**src/rtl/seven_segment_decoder.sv**
```systemverilog
// Loopback decoder for a time-multiplexed 7-segment display bus.
// Debounces each digit's segment pattern and decodes it back to a nibble.
// Presents a complete multi-digit snapshot over a valid/ready handshake.
module seven_segment_decoder #(
  parameter int unsigned NUM_DIGITS    = 2,
  parameter int unsigned STABLE_CYCLES = 4,
  parameter bit          ACTIVE_LOW    = 1'b0
) (
  input  logic                      clk,
  input  logic                      reset_n,
  input  logic [6:0]                i_segments,
  input  logic [NUM_DIGITS-1:0]     i_digit_en,
  input  logic                      i_err_clr,
  input  logic                      i_ready,
  output logic                      o_valid,
  output logic [4*NUM_DIGITS-1:0]   o_value,
  output logic [NUM_DIGITS-1:0]     o_blank,
  output logic                      o_code_err,
  output logic                      o_bus_err
);

  localparam int unsigned RW = $clog2(STABLE_CYCLES + 1);

  typedef enum logic {COLLECT, HOLD} state_t;

  state_t                    state;
  logic [6:0]                seg_q, seg_p;
  logic [NUM_DIGITS-1:0]     en_q, en_p;
  logic [RW-1:0]             run, run_next;
  logic                      one_hot, multi_hot, same;
  logic                      capture, cap_ok, cap_bad;
  logic                      legal, blank_pat;
  logic [3:0]                nib;
  logic [NUM_DIGITS-1:0]     fresh, fresh_set;
  logic [4*NUM_DIGITS-1:0]   dig_val;
  logic [NUM_DIGITS-1:0]     dig_blk;

  // Register the bus once, and keep the previous registered sample for the stability compare
  always_ff @(posedge clk) begin
    if (!reset_n) begin
      seg_q <= '0;
      en_q  <= '0;
      seg_p <= '0;
      en_p  <= '0;
    end else begin
      seg_q <= ACTIVE_LOW ? ~i_segments : i_segments;
      en_q  <= i_digit_en;
      seg_p <= seg_q;
      en_p  <= en_q;
    end
  end

  // Stability tracking, capture qualification and pattern decode
  always_comb begin
    one_hot   = $onehot(en_q);
    multi_hot = (en_q != '0) && !one_hot;
    same      = ({seg_q, en_q} == {seg_p, en_p});

    if (one_hot && same)
      run_next = (run == RW'(STABLE_CYCLES)) ? run : run + RW'(1);
    else if (one_hot)
      run_next = RW'(1);
    else
      run_next = '0;

    // Fires only on the cycle the run first reaches its target; saturation blocks re-capture
    capture = one_hot && same && (run == RW'(STABLE_CYCLES - 1));

    legal = 1'b1;
    nib   = 4'h0;
    case (seg_q)
      7'h7E: nib = 4'h0;
      7'h30: nib = 4'h1;
      7'h6D: nib = 4'h2;
      7'h79: nib = 4'h3;
      7'h33: nib = 4'h4;
      7'h5B: nib = 4'h5;
      7'h5F: nib = 4'h6;
      7'h70: nib = 4'h7;
      7'h7F: nib = 4'h8;
      7'h7B: nib = 4'h9;
      7'h77: nib = 4'hA;
      7'h1F: nib = 4'hB;
      7'h4E: nib = 4'hC;
      7'h3D: nib = 4'hD;
      7'h4F: nib = 4'hE;
      7'h47: nib = 4'hF;
      default: legal = 1'b0;
    endcase
    blank_pat = (seg_q == 7'h00);

    cap_ok    = capture && (legal || blank_pat);
    cap_bad   = capture && !legal && !blank_pat;
    fresh_set = cap_ok ? en_q : '0;
  end

  // Run counter, per-digit storage and sticky error flags (a set beats a same-cycle clear)
  always_ff @(posedge clk) begin
    if (!reset_n) begin
      run        <= '0;
      dig_val    <= '0;
      dig_blk    <= '0;
      o_code_err <= 1'b0;
      o_bus_err  <= 1'b0;
    end else begin
      run <= run_next;
      if (cap_ok) begin
        for (int unsigned i = 0; i < NUM_DIGITS; i++) begin
          if (en_q[i]) begin
            dig_val[4*i +: 4] <= nib;
            dig_blk[i]        <= blank_pat;
          end
        end
      end
      if (cap_bad)
        o_code_err <= 1'b1;
      else if (i_err_clr)
        o_code_err <= 1'b0;
      if (multi_hot)
        o_bus_err <= 1'b1;
      else if (i_err_clr)
        o_bus_err <= 1'b0;
    end
  end

  // Snapshot FSM: collect a fresh value for every digit, then hold it until accepted
  always_ff @(posedge clk) begin
    if (!reset_n) begin
      state   <= COLLECT;
      o_valid <= 1'b0;
      o_value <= '0;
      o_blank <= '0;
      fresh   <= '0;
    end else begin
      case (state)
        COLLECT: begin
          if (&fresh) begin
            // A capture on this same edge stays pending for the next snapshot
            o_value <= dig_val;
            o_blank <= dig_blk;
            o_valid <= 1'b1;
            fresh   <= fresh_set;
            state   <= HOLD;
          end else begin
            fresh <= fresh | fresh_set;
          end
        end
        HOLD: begin
          fresh <= fresh | fresh_set;
          if (i_ready) begin
            o_valid <= 1'b0;
            state   <= COLLECT;
          end
        end
      endcase
    end
  end

endmodule
```
**config.mk**
```make
export PLATFORM = sky130hd
export DESIGN_NAME = seven_segment_decoder
export DESIGN_NICKNAME = d
export VERILOG_FILES = /design/src/rtl/seven_segment_decoder.sv
export SDC_FILE = /design/constraint.sdc
export NUM_CORES = 1
export LEC_CHECK = 0
export ABC_AREA = 1
export BUFFER_PORTS_ARGS = -buffer_cell sky130_fd_sc_hd__buf_2
export CAP_MARGIN = 0
export CORE_MARGIN = 2
export CORE_UTILIZATION = 39
export DETAILED_ROUTE_END_ITERATION = 7
export PLACE_DENSITY = 0.57
export RECOVER_POWER = 100
export SETUP_SLACK_MARGIN = 0.15
export SYNTH_ARGS = -nofsm -noshare
export SYNTH_HDL_FRONTEND = slang
export SYNTH_SLANG_ARGS = --single-unit
```
**constraint.sdc**
```tcl
create_clock -name clk -period 2.4 [get_ports clk]
set_input_delay 0.36 -clock clk [delete_from_list [all_inputs] [get_ports clk]]
set_output_delay 0.36 -clock clk [all_outputs]
set_load 0.1 [all_outputs]
```
# == Word level (Yosys, flattened, before mapping) ==
# Cells that the tools add are included.
# totals
reg_bits,47
inputBits,13
output_inout_bits,13
word_cells,80
# op_classes
addsub,2
eq_ne,23
mux,17
n_bitwise,2
reduce_logical,20
# ops
op,n
"equality test 7 bit, second input constant",12
case mux 4 bit (15 select lines),1
"equality test 7 x 6 -> 1 bit, second input constant",3
OR reduction 16 bit,1
equality test 9 bit,1
two-way mux 1 bit,9
AND reduction 2 bit,4
"equality test 7 x 5 -> 1 bit, second input constant",1
logical NOT 7 bit,1
logical AND 1 bit,6
two-way mux 3 bit,2
"inequality test 2 bit, second input constant",3
nonzero test 2 bit,3
two-way mux 2 bit,2
case mux 1 bit (2 select lines),2
case mux 2 bit (2 select lines),1
"adder 3 x 1 -> 3 bit, second input constant",1
"equality test 3 x 2 -> 1 bit, second input constant",1
"equality test 3 bit, second input constant",1
logical NOT 1 bit,3
AND reduction 3 bit,1
adder 1 x 1 -> 2 bit,1
"equality test 2 x 1 -> 1 bit, second input constant",1
bitwise OR 2 bit,1
other kinds (2),2

# == Longest topological paths before layout ==
# logic_depth
depth_word,9
mapped_depth,12
depth_no_buf,12

# == Least setup slack after synthesis ==
# OpenSTA, ideal clock, no wires.
# synth_path
kind,register to register
start,register en_q[1]
end,register dig_val[2]
setup_ns,0.110
arrival_time_ns,1.403
t_required_ns,2.290
path_slack_ns,0.887
stages_incl_launch_ff,11
n_path_buf,2
cell_sequence,dfxtp_1 > buf_2 > xnor2_1 > nand2_1 > nor2_2 > nand3_4 > nor2_8 > buf_8 > nand4_1 > nand2_1 > nor2_1
# synth_between
elab_chain_cells,6
elab_cells_between_ends,7
cone_classes,add/sub (1); eq/ne (2); reduce/logical (4)
# synth_rtl
item,line_no,source
start: declaration,28,"logic [NUM_DIGITS-1:0] en_q, en_p;"
start signal: assignment,47,en_q <= i_digit_en;
adder 1 x 1 -> 2 bit (implied by the code),55,one_hot = $onehot(en_q);
equality test 2 x 1 -> 1 bit,55,
logical AND 1 bit (*) (2 in series),67,capture = one_hot && same && (run == RW'(STABLE_CYCLES - 1));
logical AND 1 bit (*),92,cap_ok = capture && (legal || blank_pat);
AND reduction 2 bit (no source line) (*),n/a,
end signal: indexed assignment,110,dig_val[4*i +: 4] <= nib;
end: declaration,35,logic [4*NUM_DIGITS-1:0] dig_val;
# Every way passes the cells marked *; elsewhere a longest branch is shown, timed or not.
# A chain may end at the register's enable or synchronous reset.

# == Worst setup path in the final report ==
# layout_path
start,register o_bus_err
end,output o_bus_err
# layout_lines
item,line_no,source
start: declaration,19,output logic o_bus_err
start signal: assignment,104,o_bus_err <= 1'b0;
start signal: assignment,120,o_bus_err <= 1'b1;
start signal: assignment,122,o_bus_err <= 1'b0;
# No word-level cell between the ends.

==> flow_metrics.env <==
export IMPL_status="finished clean"
export IMPL_p_leak_nw=1.19
export IMPL_critPathBufInv=1
export IMPL_timing_final_crit_share=0.775
export IMPL_ys_types=29
export IMPL_drive_above_1_share=0.125
export IMPL_grt_overflow=0
export IMPL_insertion_delay_ns=0.30
export IMPL_synthAdderAreaFrac=0.0223
export IMPL_crit_path_start_kind="flop"
export IMPL_routedWlPerCell_um=9.69
export IMPL_cap_violations=0
export IMPL_setup_slack_ns=0.540
export IMPL_grt_total_usage=0.132
export IMPL_row_count=27
export IMPL_drc=0
export IMPL_dp_hpwl_um=2960
export IMPL_synth_top_family_by_area="simple AND/OR/NAND/NOR gates"
export IMPL_htreeDepth=2
export IMPL_layout_nets=345
export IMPL_fmax_mhz=538
export IMPL_die_x_um=79.8
export IMPL_routed_wl_um=3890
export IMPL_vias_per_cell=4.43
export IMPL_grt_pass1_wl_um=6640
export IMPL_path_class="flop to output port"
export IMPL_period_minus_slack_ns=1.86
export IMPL_ys_warnings_count=0
export IMPL_cp_num_cells=1
export IMPL_syn_num_nets=323
export IMPL_worstMarginPinSlew_ns=1.18
export IMPL_hold_ws_ns=0.240
export IMPL_syn_area_per_cell_um2=7.33
export IMPL_postCtsSetupBuffers=0
export IMPL_synth_compound_area_share=0.0697
export IMPL_vias=1777
export IMPL_start_util=0.405
export IMPL_cts_tree="built"
export IMPL_path_clk_slew_ns=0.08
export IMPL_core_area_mm2=0.00554
export IMPL_crit_path_top_delay_cell="clkbuf_1"
export IMPL_ys_seq_elements=47
export IMPL_r2r_slack_ns=0.54
export IMPL_io_pins=26
export IMPL_io_buffers=25
export IMPL_synth_mux_area_frac=0
export IMPL_cts_resized=0
export IMPL_finalHoldViolations=0
export IMPL_root_buffer="clkbuf_8"
export IMPL_cts_sinks=47
export IMPL_layout_commonest_cell="nand2_1"
export IMPL_path_max_fanout=2
export IMPL_cp_top_family="buffers and inverters"
export IMPL_antenna_found_initial=0
export IMPL_first_pass_iters=4
export IMPL_dp_cells=393
export IMPL_hold_buffers=0
export IMPL_final_setup_tns_ns=0
export IMPL_dieHeight_um=79.8
export IMPL_final_cell_mix="nand2_1, inv_1, dfxtp_1"
export IMPL_grt_pass1_vias=1541
export IMPL_finClkSkew_ns=0.00752
export IMPL_dieArea_mm2=0.00638
export IMPL_critPathLaunch="o_bus_err$_SDFFE_PN0P_"
export IMPL_area_growth_syn_to_layout_pct=8.48
export IMPL_final_cells=401
export IMPL_vdd_ir_drop_max_mv=0.254
export IMPL_final_max_slew_viol_count=0
export IMPL_crit_chain="clkbuf_1"
export IMPL_synthSimpleGateAreaFrac=0.334
export IMPL_worst_hold_path_type="input pin to flop"
export IMPL_r2r_start="en_q[0]$_SDFF_PN0_"
export IMPL_power_density_mw_per_mm2=567
export IMPL_drt_iter0_markers=73
export IMPL_required_ns=2.04
export IMPL_grt_max_degree=25
export IMPL_slew_headroom=0.218
export IMPL_preCtsSetupSlack_ns=0.684
export IMPL_cts_buffers=5
export IMPL_cts_path_max_buffers=2
export IMPL_setup_viol=0
export IMPL_syn_inst=306
export IMPL_gp_congestion=0.792
export IMPL_reg2regPathDepth=9
export IMPL_cp_end_kind="output port"
export IMPL_worstPathArrival_ns=1.50
export IMPL_worstReg2RegEnd="dig_val[7]$_SDFFE_PN0P_"
export IMPL_n_antenna_cell=0
export IMPL_rsz0062_at_grt="false"
export IMPL_syn_area_mm2=0.00224
export IMPL_cpPeakStageDelay_ns=0.86
export IMPL_synthXorXnorAreaFrac=0.0234
export IMPL_endpoint="o_bus_err"
export IMPL_ys_seq_area_frac=0.419
export IMPL_postRouteAntennaNets=0
export IMPL_power_total_mw=1.38
kinds of logic (layout without fill, tap and decap cells):
kind of cell	after synthesis	after routing
buf+inv	70	93
flops	47	47
simple gates	149	149
xor+xnor	6	6
fa+ha+maj	4	4
compound gates	30	30
per-stage QoR:
step | instance area, um^2 | util
floorplan | 2240 | -
global placement | 2390 | 0.432
detailed placement | 2390 | 0.432
CTS | 2480 | 0.448
global route | 2430 | 0.439
finish | 2430 | 0.439
registers in the layout, summed over array words and instances (netlist names):
signal and count:
dig_val 8, o_value 8, seg_p 7, seg_q 7
run 3, dig_blk 2, en_p 2, en_q 2
fresh 2, o_blank 2, o_bus_err 1, o_code_err 1
o_valid 1, state 1
worst min path at each step:
stage                                  startpoint                       to  slack, ns  depth (start not counted)
after floorplan           dig_val[7]$_SDFFE_PN0P_  o_value[7]$_SDFFE_PN0P_       0.43                          2
final                               i_segments[2]      seg_q[2]$_SDFF_PN0_       0.24                          3
after global placement    dig_val[7]$_SDFFE_PN0P_  o_value[7]$_SDFFE_PN0P_       0.45                          2
after global routing                i_segments[1]      seg_q[1]$_SDFF_PN0_       0.23                          3
after CTS                           i_segments[2]      seg_q[2]$_SDFF_PN0_       0.22                          3
after detailed placement  dig_val[7]$_SDFFE_PN0P_  o_value[7]$_SDFFE_PN0P_       0.45                          2
cell type report:
| cell class | instances | area, um^2 |
|---|---|---|
| fill | 618 | 3110 |
| multi-input combinational | 189 | 981 |
| sequential | 47 | 941 |
| inverter | 59 | 221 |
| timing repair buffer | 26 | 111 |
| tap | 72 | 90.1 |
| clock buffer | 5 | 68.8 |
| clock inverter | 3 | 20.0 |
synth_stat cells:
master | number | area [um^2]
ha_1 | 4 | 50.1
o21ai_0 | 11 | 55.1
nand4_2 | 1 | 12.5
buf_6 | 2 | 22.5
nor2_4 | 3 | 33.8
buf_8 | 1 | 15.0
nor2_8 | 1 | 20.0
a21oi_1 | 17 | 85.1
inv_1 | 55 | 206
inv_2 | 4 | 15.0
nand2_1 | 76 | 285
clkbuf_1 | 3 | 11.3
buf_1 | 1 | 3.75
o211ai_1 | 1 | 7.51
nor2_2 | 3 | 18.8
nand3_2 | 2 | 20.0
nand4_1 | 13 | 81.3
or2_2 | 2 | 12.5
nand2_2 | 3 | 18.8
nand3_4 | 4 | 70.1
xnor2_1 | 5 | 43.8
nor2_1 | 27 | 101
dfxtp_1 | 47 | 941
buf_2 | 4 | 20.0
nand3_1 | 10 | 50.1
nor3_2 | 1 | 10.0
xor2_1 | 1 | 8.76
a21oi_2 | 1 | 8.76
nor3_1 | 3 | 15.0
report_power, final:
group	internal, mW	leakage, nW	total (mW)	switching [mW]
clock network	0.203	0.0402	0.460	0.258
registers	0.795	0.383	0.814	0.0191
logic	0.0388	0.769	0.105	0.0663
total	1.04	1.19	1.38	0.343
routing by layer:
metal / vias up / global-route usage / routed length (um)
li1: 979 / - / -
met1: 754 / 0.164 / 1930
met2: 37 / 0.213 / 1740
met3: 7 / 0.0362 / 147
met4: 0 / 0.0644 / 66
met5: - / 0 / 0
Note: power is estimated with default switching activity, not from simulation.
